<file path="config.mk">
export PLATFORM = sky130hd
export DESIGN_NAME = instr_fetch
export DESIGN_NICKNAME = d
export VERILOG_FILES = /design/src/rtl/mips_pkg.sv /design/src/rtl/instr_fetch_pc_reg.sv /design/src/rtl/instr_fetch.sv
export SDC_FILE = /design/constraint.sdc
export NUM_CORES = 1
export LEC_CHECK = 0
export ABC_AREA = 0
export CORE_MARGIN = 4
export CORE_UTILIZATION = 28
export DETAILED_ROUTE_END_ITERATION = 6
export SLEW_MARGIN = 20
export SYNTH_ARGS = -nofsm -noshare
export SYNTH_HDL_FRONTEND = slang
export SYNTH_HIERARCHICAL = 1
export SYNTH_SLANG_ARGS = --single-unit
</file>
<file path="constraint.sdc">
create_clock -name clk -period 3.46 [get_ports clk]
set_input_delay 1.038 -clock clk [delete_from_list [all_inputs] [get_ports clk]]
set_output_delay 1.038 -clock clk [all_outputs]
set_load 0.02 [all_outputs]
</file>
<file path="src/rtl/mips_pkg.sv">
// Shared types and helpers for the MIPS-style front end.
// Imported by the fetch stage and its PC register.
package mips_pkg;

    localparam logic [31:0] NOP_INSTR = 32'h0000_0000;
    localparam logic [5:0]  OPC_HALT  = 6'b111111;

    typedef enum logic {
        FS_RUN,
        FS_HALTED
    } fetch_state_t;

    // Byte PC to ROM word index, keeping only the low `width` bits.
    function automatic logic [31:0] pc_to_word(
        input logic [31:0] pc,
        input int unsigned width
    );
        logic [31:0] mask;
        mask = (32'h1 << width) - 32'h1;
        return (pc >> 2) & mask;
    endfunction

endpackage

</file>
<file path="src/rtl/instr_fetch_pc_reg.sv">
// Program counter register: async reset to RESET_PC,
// loads d only when en is high.
import mips_pkg::*;

module pc_reg #(
    parameter logic [31:0] RESET_PC = 32'h0000_0000
) (
    input  logic        clk,
    input  logic        rst,
    input  logic        en,
    input  logic [31:0] d,
    output logic [31:0] q
);

    // Hold the PC unless a new value is loaded.
    always_ff @(posedge clk or posedge rst) begin
        if (rst) begin
            q <= RESET_PC;
        end else if (en) begin
            q <= d;
        end
    end

endmodule

</file>
<file path="src/rtl/instr_fetch.sv">
// Instruction fetch stage: PC, next-PC select, halt FSM
// and the IF/ID pipeline register.
import mips_pkg::*;

module instr_fetch #(
    parameter int          DATA_WIDTH  = 32,
    parameter int          ADDR_WIDTH  = 12,
    parameter logic [31:0] RESET_PC    = 32'h0000_0000,
    parameter logic [5:0]  HALT_OPCODE = OPC_HALT
) (
    input  logic                  clk,
    input  logic                  rst,
    output logic [ADDR_WIDTH-1:0] rom_addr,
    input  logic [DATA_WIDTH-1:0] rom_q,
    input  logic                  stall,
    input  logic                  flush,
    input  logic                  branch_taken,
    input  logic [31:0]           branch_target,
    input  logic                  jump,
    input  logic [31:0]           jump_target,
    output logic [31:0]           pc,
    output logic [DATA_WIDTH-1:0] ifid_instr,
    output logic [31:0]           ifid_pc_plus4,
    output logic                  ifid_valid,
    output logic                  halted
);

    fetch_state_t state;

    logic [31:0] pc_plus4;
    logic [31:0] pc_next;
    logic        pc_en;
    logic        redirect;
    logic        halt_hit;
    logic        is_halted;

    logic        sel_jump;
    logic        sel_branch;
    logic        sel_hold;
    logic        sel_inc;

    assign rom_addr  = ADDR_WIDTH'(pc_to_word(pc, ADDR_WIDTH));
    assign pc_plus4  = pc + 32'd4;
    assign redirect  = jump | branch_taken;
    assign is_halted = (state == FS_HALTED);

    // A halt word only counts when it is really being
    // consumed: not stalled, not squashed, not redirected.
    assign halt_hit = (state == FS_RUN) & ~stall & ~flush &
                      ~redirect &
                      (rom_q[31:26] == HALT_OPCODE);

    // One-hot selects so the decoder below stays exclusive
    // even when jump and branch arrive together.
    assign sel_jump   = jump;
    assign sel_branch = branch_taken & ~jump;
    assign sel_hold   = ~redirect &
                        (stall | is_halted | halt_hit);
    assign sel_inc    = ~redirect & ~sel_hold;

    // Next-PC select, jump over branch over hold over +4.
    always_comb begin
        pc_next = pc;
        pc_en   = 1'b0;
        unique case (1'b1)
            sel_jump: begin
                pc_next = jump_target & ~32'h3;
                pc_en   = 1'b1;
            end
            sel_branch: begin
                pc_next = branch_target & ~32'h3;
                pc_en   = 1'b1;
            end
            sel_hold: begin
                pc_next = pc;
                pc_en   = 1'b0;
            end
            sel_inc: begin
                pc_next = pc_plus4;
                pc_en   = 1'b1;
            end
            default: begin
                pc_next = pc;
                pc_en   = 1'b0;
            end
        endcase
    end

    pc_reg #(
        .RESET_PC(RESET_PC)
    ) u_pc_reg (
        .clk(clk),
        .rst(rst),
        .en (pc_en),
        .d  (pc_next),
        .q  (pc)
    );

    // Fetch FSM; halted mirrors the state as a register.
    always_ff @(posedge clk or posedge rst) begin
        if (rst) begin
            state  <= FS_RUN;
            halted <= 1'b0;
        end else begin
            unique case (state)
                FS_RUN: begin
                    if (halt_hit) begin
                        state  <= FS_HALTED;
                        halted <= 1'b1;
                    end
                end
                FS_HALTED: begin
                    if (redirect) begin
                        state  <= FS_RUN;
                        halted <= 1'b0;
                    end
                end
                default: begin
                    state  <= FS_RUN;
                    halted <= 1'b0;
                end
            endcase
        end
    end

    // IF/ID register: flush over stall over halt bubbles.
    always_ff @(posedge clk or posedge rst) begin
        if (rst) begin
            ifid_instr    <= DATA_WIDTH'(NOP_INSTR);
            ifid_pc_plus4 <= 32'h0;
            ifid_valid    <= 1'b0;
        end else if (flush) begin
            ifid_instr    <= DATA_WIDTH'(NOP_INSTR);
            ifid_pc_plus4 <= 32'h0;
            ifid_valid    <= 1'b0;
        end else if (stall) begin
            ifid_instr    <= ifid_instr;
            ifid_pc_plus4 <= ifid_pc_plus4;
            ifid_valid    <= ifid_valid;
        end else if (is_halted) begin
            ifid_instr    <= DATA_WIDTH'(NOP_INSTR);
            ifid_valid    <= 1'b0;
        end else begin
            ifid_instr    <= rom_q;
            ifid_pc_plus4 <= pc_plus4;
            ifid_valid    <= 1'b1;
        end
    end

endmodule
</file>
; ---- Word-level counts from Yosys, hierarchy flattened
; Index checks and enable logic that the tools add are counted.
[word_totals]
regBits = 99
in_bits = 102
output_inout_bits = 110
elab_cells = 50
[classes]
n_addsub = 1
n_eq_ne = 5
mux = 17
n_bitwise = 16
reduce_logical = 5
[ops]
columns = cell, n
row1 = $mux W32, 6
row2 = $pmux W32 S3, 1
row3 = $add A32 B3 Y32 const B, 1
row4 = $mux W1, 8
row5 = $and A1 B1 Y1, 7
row6 = $eq A6 B6 Y1 const B, 1
row7 = $not A1 Y1, 6
row8 = $reduce_and A2 Y1, 3
row9 = $ne A2 B1 Y1 const B, 2
row10 = $ne A2 B2 Y1 const B, 2
row11 = $pmux W1 S2, 2
row12 = $or A1 B1 Y1, 3
row13 = $reduce_bool A3 Y1, 1
row14 = $reduce_or A3 Y1, 1

; ---- Longest topological paths before layout
[depth]
depth_word = 12
depth_mapped = 8

; ---- Modules after synthesis
; The synthesis kept the hierarchy.
[modules_own_cells]
columns = mod, instances, cells_per_inst, area_per_inst_um2, seq_area_each_um2
row1 = instr_fetch, 1, 449, 4146.5, 1676.6
row2 = pc_reg, 1, 69, 1348.8, 800.8

; ---- Least setup slack after synthesis
; OpenSTA, ideal clock, no wires.
[synth_timing]
path_kind = input port to flip-flop
start = input port rom_q[30]
end = register u_pc_reg.q[0]
arrival_time_ns = 2.723
required_ns = 3.335
setup_slack_ns = 0.612
path_stages = 7
cell_sequence = nand4_1 o31ai_1 clkbuf_1 nand2_1 buf_6 buf_12 mux2_4
[synth_between]
elab_chain_len = 9
elab_cells_between_ends = 11
classes_between = eq/ne (1) / mux (2) / bitwise (5) / reduce/logical (3)
[synth_lines]
columns = element, line
row1 = from (decl), instr_fetch.sv:14  ; input logic [DATA_WIDTH-1:0] rom_q,
row2 = $eq A6 B6 Y1, instr_fetch.sv:51  ; (rom_q[31:26] == HALT_OPCODE);
row3 = $and A1 B1 Y1, instr_fetch.sv:50  ; ~redirect &
row4 = $or A1 B1 Y1, instr_fetch.sv:58  ; (stall | is_halted | halt_hit);
row5 = $and A1 B1 Y1, instr_fetch.sv:57  ; assign sel_hold = ~redirect &
row6 = $not A1 Y1, instr_fetch.sv:59  ; assign sel_inc = ~redirect & ~sel_hold;
row7 = $and A1 B1 Y1, instr_fetch.sv:59
row8 = $reduce_or A3 Y1 (no line), n/a
row9 = $mux W1, instr_fetch.sv:65  ; unique case (1'b1)
row10 = net pc_en, instr_fetch.sv:32  ; logic pc_en;
row11 = $reduce_and A2 Y1 (no line), n/a
row12 = to (signal assigned), instr_fetch_pc_reg.sv:18  ; q <= RESET_PC;
row13 = to (signal assigned), instr_fetch_pc_reg.sv:20  ; q <= d;
row14 = to (decl), instr_fetch_pc_reg.sv:12  ; output logic [31:0] q
; The timed path passes the listed nets, and every way through them passes these cells.
; A chain may end at the register's enable or synchronous reset.

; ---- Final worst setup path
[layout_timing]
start = input port rom_q[29]
end = register u_pc_reg.q[28]
[layout_between]
elab_cells_between_ends = 11
classes_between = eq/ne (1) / mux (2) / bitwise (5) / reduce/logical (3)
[layout_lines]
columns = element, line
row1 = $eq A6 B6 Y1, instr_fetch.sv:51
row2 = $and A1 B1 Y1, instr_fetch.sv:50
row3 = $or A1 B1 Y1, instr_fetch.sv:58
row4 = $and A1 B1 Y1, instr_fetch.sv:57
row5 = $not A1 Y1, instr_fetch.sv:59
row6 = $and A1 B1 Y1, instr_fetch.sv:59
row7 = $pmux W32 S3, instr_fetch.sv:65
row8 = net pc_next[28], instr_fetch.sv:31  ; logic [31:0] pc_next;
; The timed path passes the listed nets, and every way through them passes these cells.

==> impl_metrics.csv <==
group,metric,value,unit
global_routing,grt-ovfl-total,0,
cts,cts_max_level,3,
route,drtIter0Drc,169,
sta,period_share,83.9,%
sta,maxSlewHeadroom,60.0,%
global_routing,grt_max_degree,61,
synth,yosysWarnings,6,
global_routing,grt_first_pass_wirelength,27100,µm
setup_path,slowest_delay,0.50,ns
global_routing,gr-usage-all-layers,15.5,%
die,die_x,148,µm
layout,layout.cells.non_filler,965,
cts,postCtsSetupRepairBufs,0,
layout,antenna_cells,0,
outcome,run_status,"finished, final reports clean",
sta,skew,0.00643,ns
cts,cts.sinks,99,
layout,stdcell_area,8010,µm²
setup_path,cp_max_fo,16,
synth,async_reset_ff_share,100,%
route,post_drt_via_cell_ratio,4.79,
synth,ys_dominant_reg_cell,"dfrtp_1",
route,num_vias,4623,
die,core,19000,µm²
synth,synth_cell_types,47,
synth,syn-num-nets,621,
setup_path,endpoint_kind,"flop",
setup_path,cp_slowest_cell,"clkdlybuf4s50_1",
placed_design,dp_hpwl,13100,µm
sta,setup_violations,0,
setup_path,r2r-start,"u_pc_reg/q[2]",
cts,root_buffer,"clkbuf_16",
cts,cts_buffers,9,
sta,fin_crit,2.90,ns
global_routing,antenna_found_initial,0,
setup_path,timing.rr.end,"u_pc_reg/q[28]",
global_routing,grt_pass1_vias,4731,
placed_design,gp_congestion,0.806,
power,peakVddDrop,0.175,mV
route,drt_first_pass_iters,4,
die,die-area,21900,µm²
setup_path,worstPathArrival,3.12,ns
sta,tns,0,ns
sta,tightest_slew,0.594,ns
placed_design,dpl_cell_area,7750,µm²
layout,layout_commonest_cell,"clkdlybuf4s50_1",
layout,area_growth,45.7,%
die,io_pins,212,
synth,ys_seq_area_share,45.1,%
sta,timing.hold.ws,0.491,ns
hold_path,hp-class,"flop to flop",
power,power,3.17,mW
cts,clk_latency,0.34,ns
setup_path,cp.required,3.68,ns
synth,synth_edf_count,0,
cts,ctsHoldBuffers,0,
cts,cts.clk_slew.worst_paths,0.07,ns
placed_design,port_buffers,207,
cts,clockBufferDepth,2,
setup_path,r2r_cells,7,
power,p_per_area,396,nW/µm²
setup_path,endpoint,"u_pc_reg/q[28]",
setup_path,timing_worst_setup_path_type,"input port to flop",
route,drc,0,
synth,ys_ff_latch,99,
route,wire_per_inst,17.7,µm
sta,drv_slew,0,
synth,synth_area,5500,µm²
synth,synth_cells,518,
placed_design,placed_cells,951,
die,die_y,148,µm
layout,layout_common_cells,"clkdlybuf4s50_1, dfrtp_1, nor2_1, xnor2_1, a22o_1",
power,leakagePower,3.17,nW
sta,fmax,344,MHz
sta,hold_viol,0,
route,postRouteWirelength,17100,µm
layout,drive_above_1_share,13.3,%
synth,syn_area_per_cell,10.6,µm²
cts,cts_tree,"built",
setup_path,crit_chain,"clkdlybuf4s50_1, nand4_1, o31ai_4, buf_4, nor4_1, xnor2_1, o21ai_1, mux2_4",
layout,nets,805,
die,num_rows,50,
setup_path,reg2reg_slack,0.59,ns
route,ant_nets,0,
sta,rsz0062_at_grt,"false",
setup_path,crit_path_start_kind,"input port",
cts,cts_resized,0,
flow_run,drv_cap,0,
die,start_util,28.9,%
setup_path,startpoint,"rom_q[29]",
-- power by group --
part	switching [mW]	leakage [nW]	internal (mW)
registers	0.135	1.27	1.25
logic	0.418	1.77	0.469
clock network	0.417	0.121	0.478
-- sequential cells by signal, summed over array words and instances, names as in the netlist --
signal / count
ifid_valid: 1
u_pc_reg/q: 32
halted: 1
is_halted: 1
ifid_pc_plus4: 32
ifid_instr: 32
-- worst min path at each step --
stage,startpoint,slack (ns),cells past startpoint,to
floorplan,is_halted,0.49,1,halted
global placement,ifid_valid,0.46,1,ifid_valid
detailed placement,ifid_valid,0.48,1,ifid_valid
CTS,ifid_valid,0.50,1,ifid_valid
global route,ifid_instr[27],0.53,1,ifid_instr[27]
finish,ifid_valid,0.49,1,ifid_valid
-- routing by layer --
metal	GRT usage, %	vias to the layer above	wire, µm
met5	0	-	0
met1	21.9	2198	8080
met4	3.93	0	170
met3	3.84	10	1270
met2	23.8	174	7600
li1	-	2241	-
-- cell type report --
cell class	instances	area (µm²)
clock buffer	11	233
inverter	7	26.3
fill	1881	11000
clock inverter	3	17.5
tap	260	325
timing repair buffer	226	2220
sequential	99	2480
multi-input combinational	359	2700
-- synth_stat cells (all sizes together), types with 5 or more instances --
library cell / n / area share, %
buf: 22 / 3.7
nand2: 24 / 1.6
inv: 7 / 0.48
nor2: 45 / 3.1
nand3: 8 / 0.82
xnor2: 40 / 6.4
a21oi: 7 / 0.64
or2: 5 / 0.57
a22o: 32 / 5.1
dfrtp: 99 / 45
o21ai: 33 / 3.0
xor2: 11 / 1.8
a211oi: 24 / 3.3
mux2: 32 / 8.6
a22oi: 28 / 3.8
nand4: 9 / 1.0
nor4: 11 / 1.9
nor3: 18 / 2.4
clkbuf: 31 / 2.1
-- cells by family after synthesis --
family                     after synthesis  synth area share (%)
muxes                                   32                  8.61
xor gates and xnor gates                51                  8.13
buffers and inverters                   60                  6.28
AOI/OAI and AO/OA                      135                  17.5
and+or+nand+nor                        140                  14.2
adders and majority gates                1                 0.228
DFF                                     99                  45.1
-- worst max-delay path, delay by kind of cell --
family                    cells  cell delay, ns
buffers and inverters         2            0.81
AOI/OAI and AO/OA             2            0.48
and+or+nand+nor               2            0.32
muxes                         1            0.27
xor gates and xnor gates      1            0.19
-- through the flow --
stage,utilization (%),worst slack [ns]
after floorplan,-,0.612
after global placement,40.8,0.289
after detailed placement,40.8,0.245
after CTS,42.1,0.545
after global routing,42.1,0.406
final,42.1,0.557
Note: power is estimated with default switching activity, not from simulation.
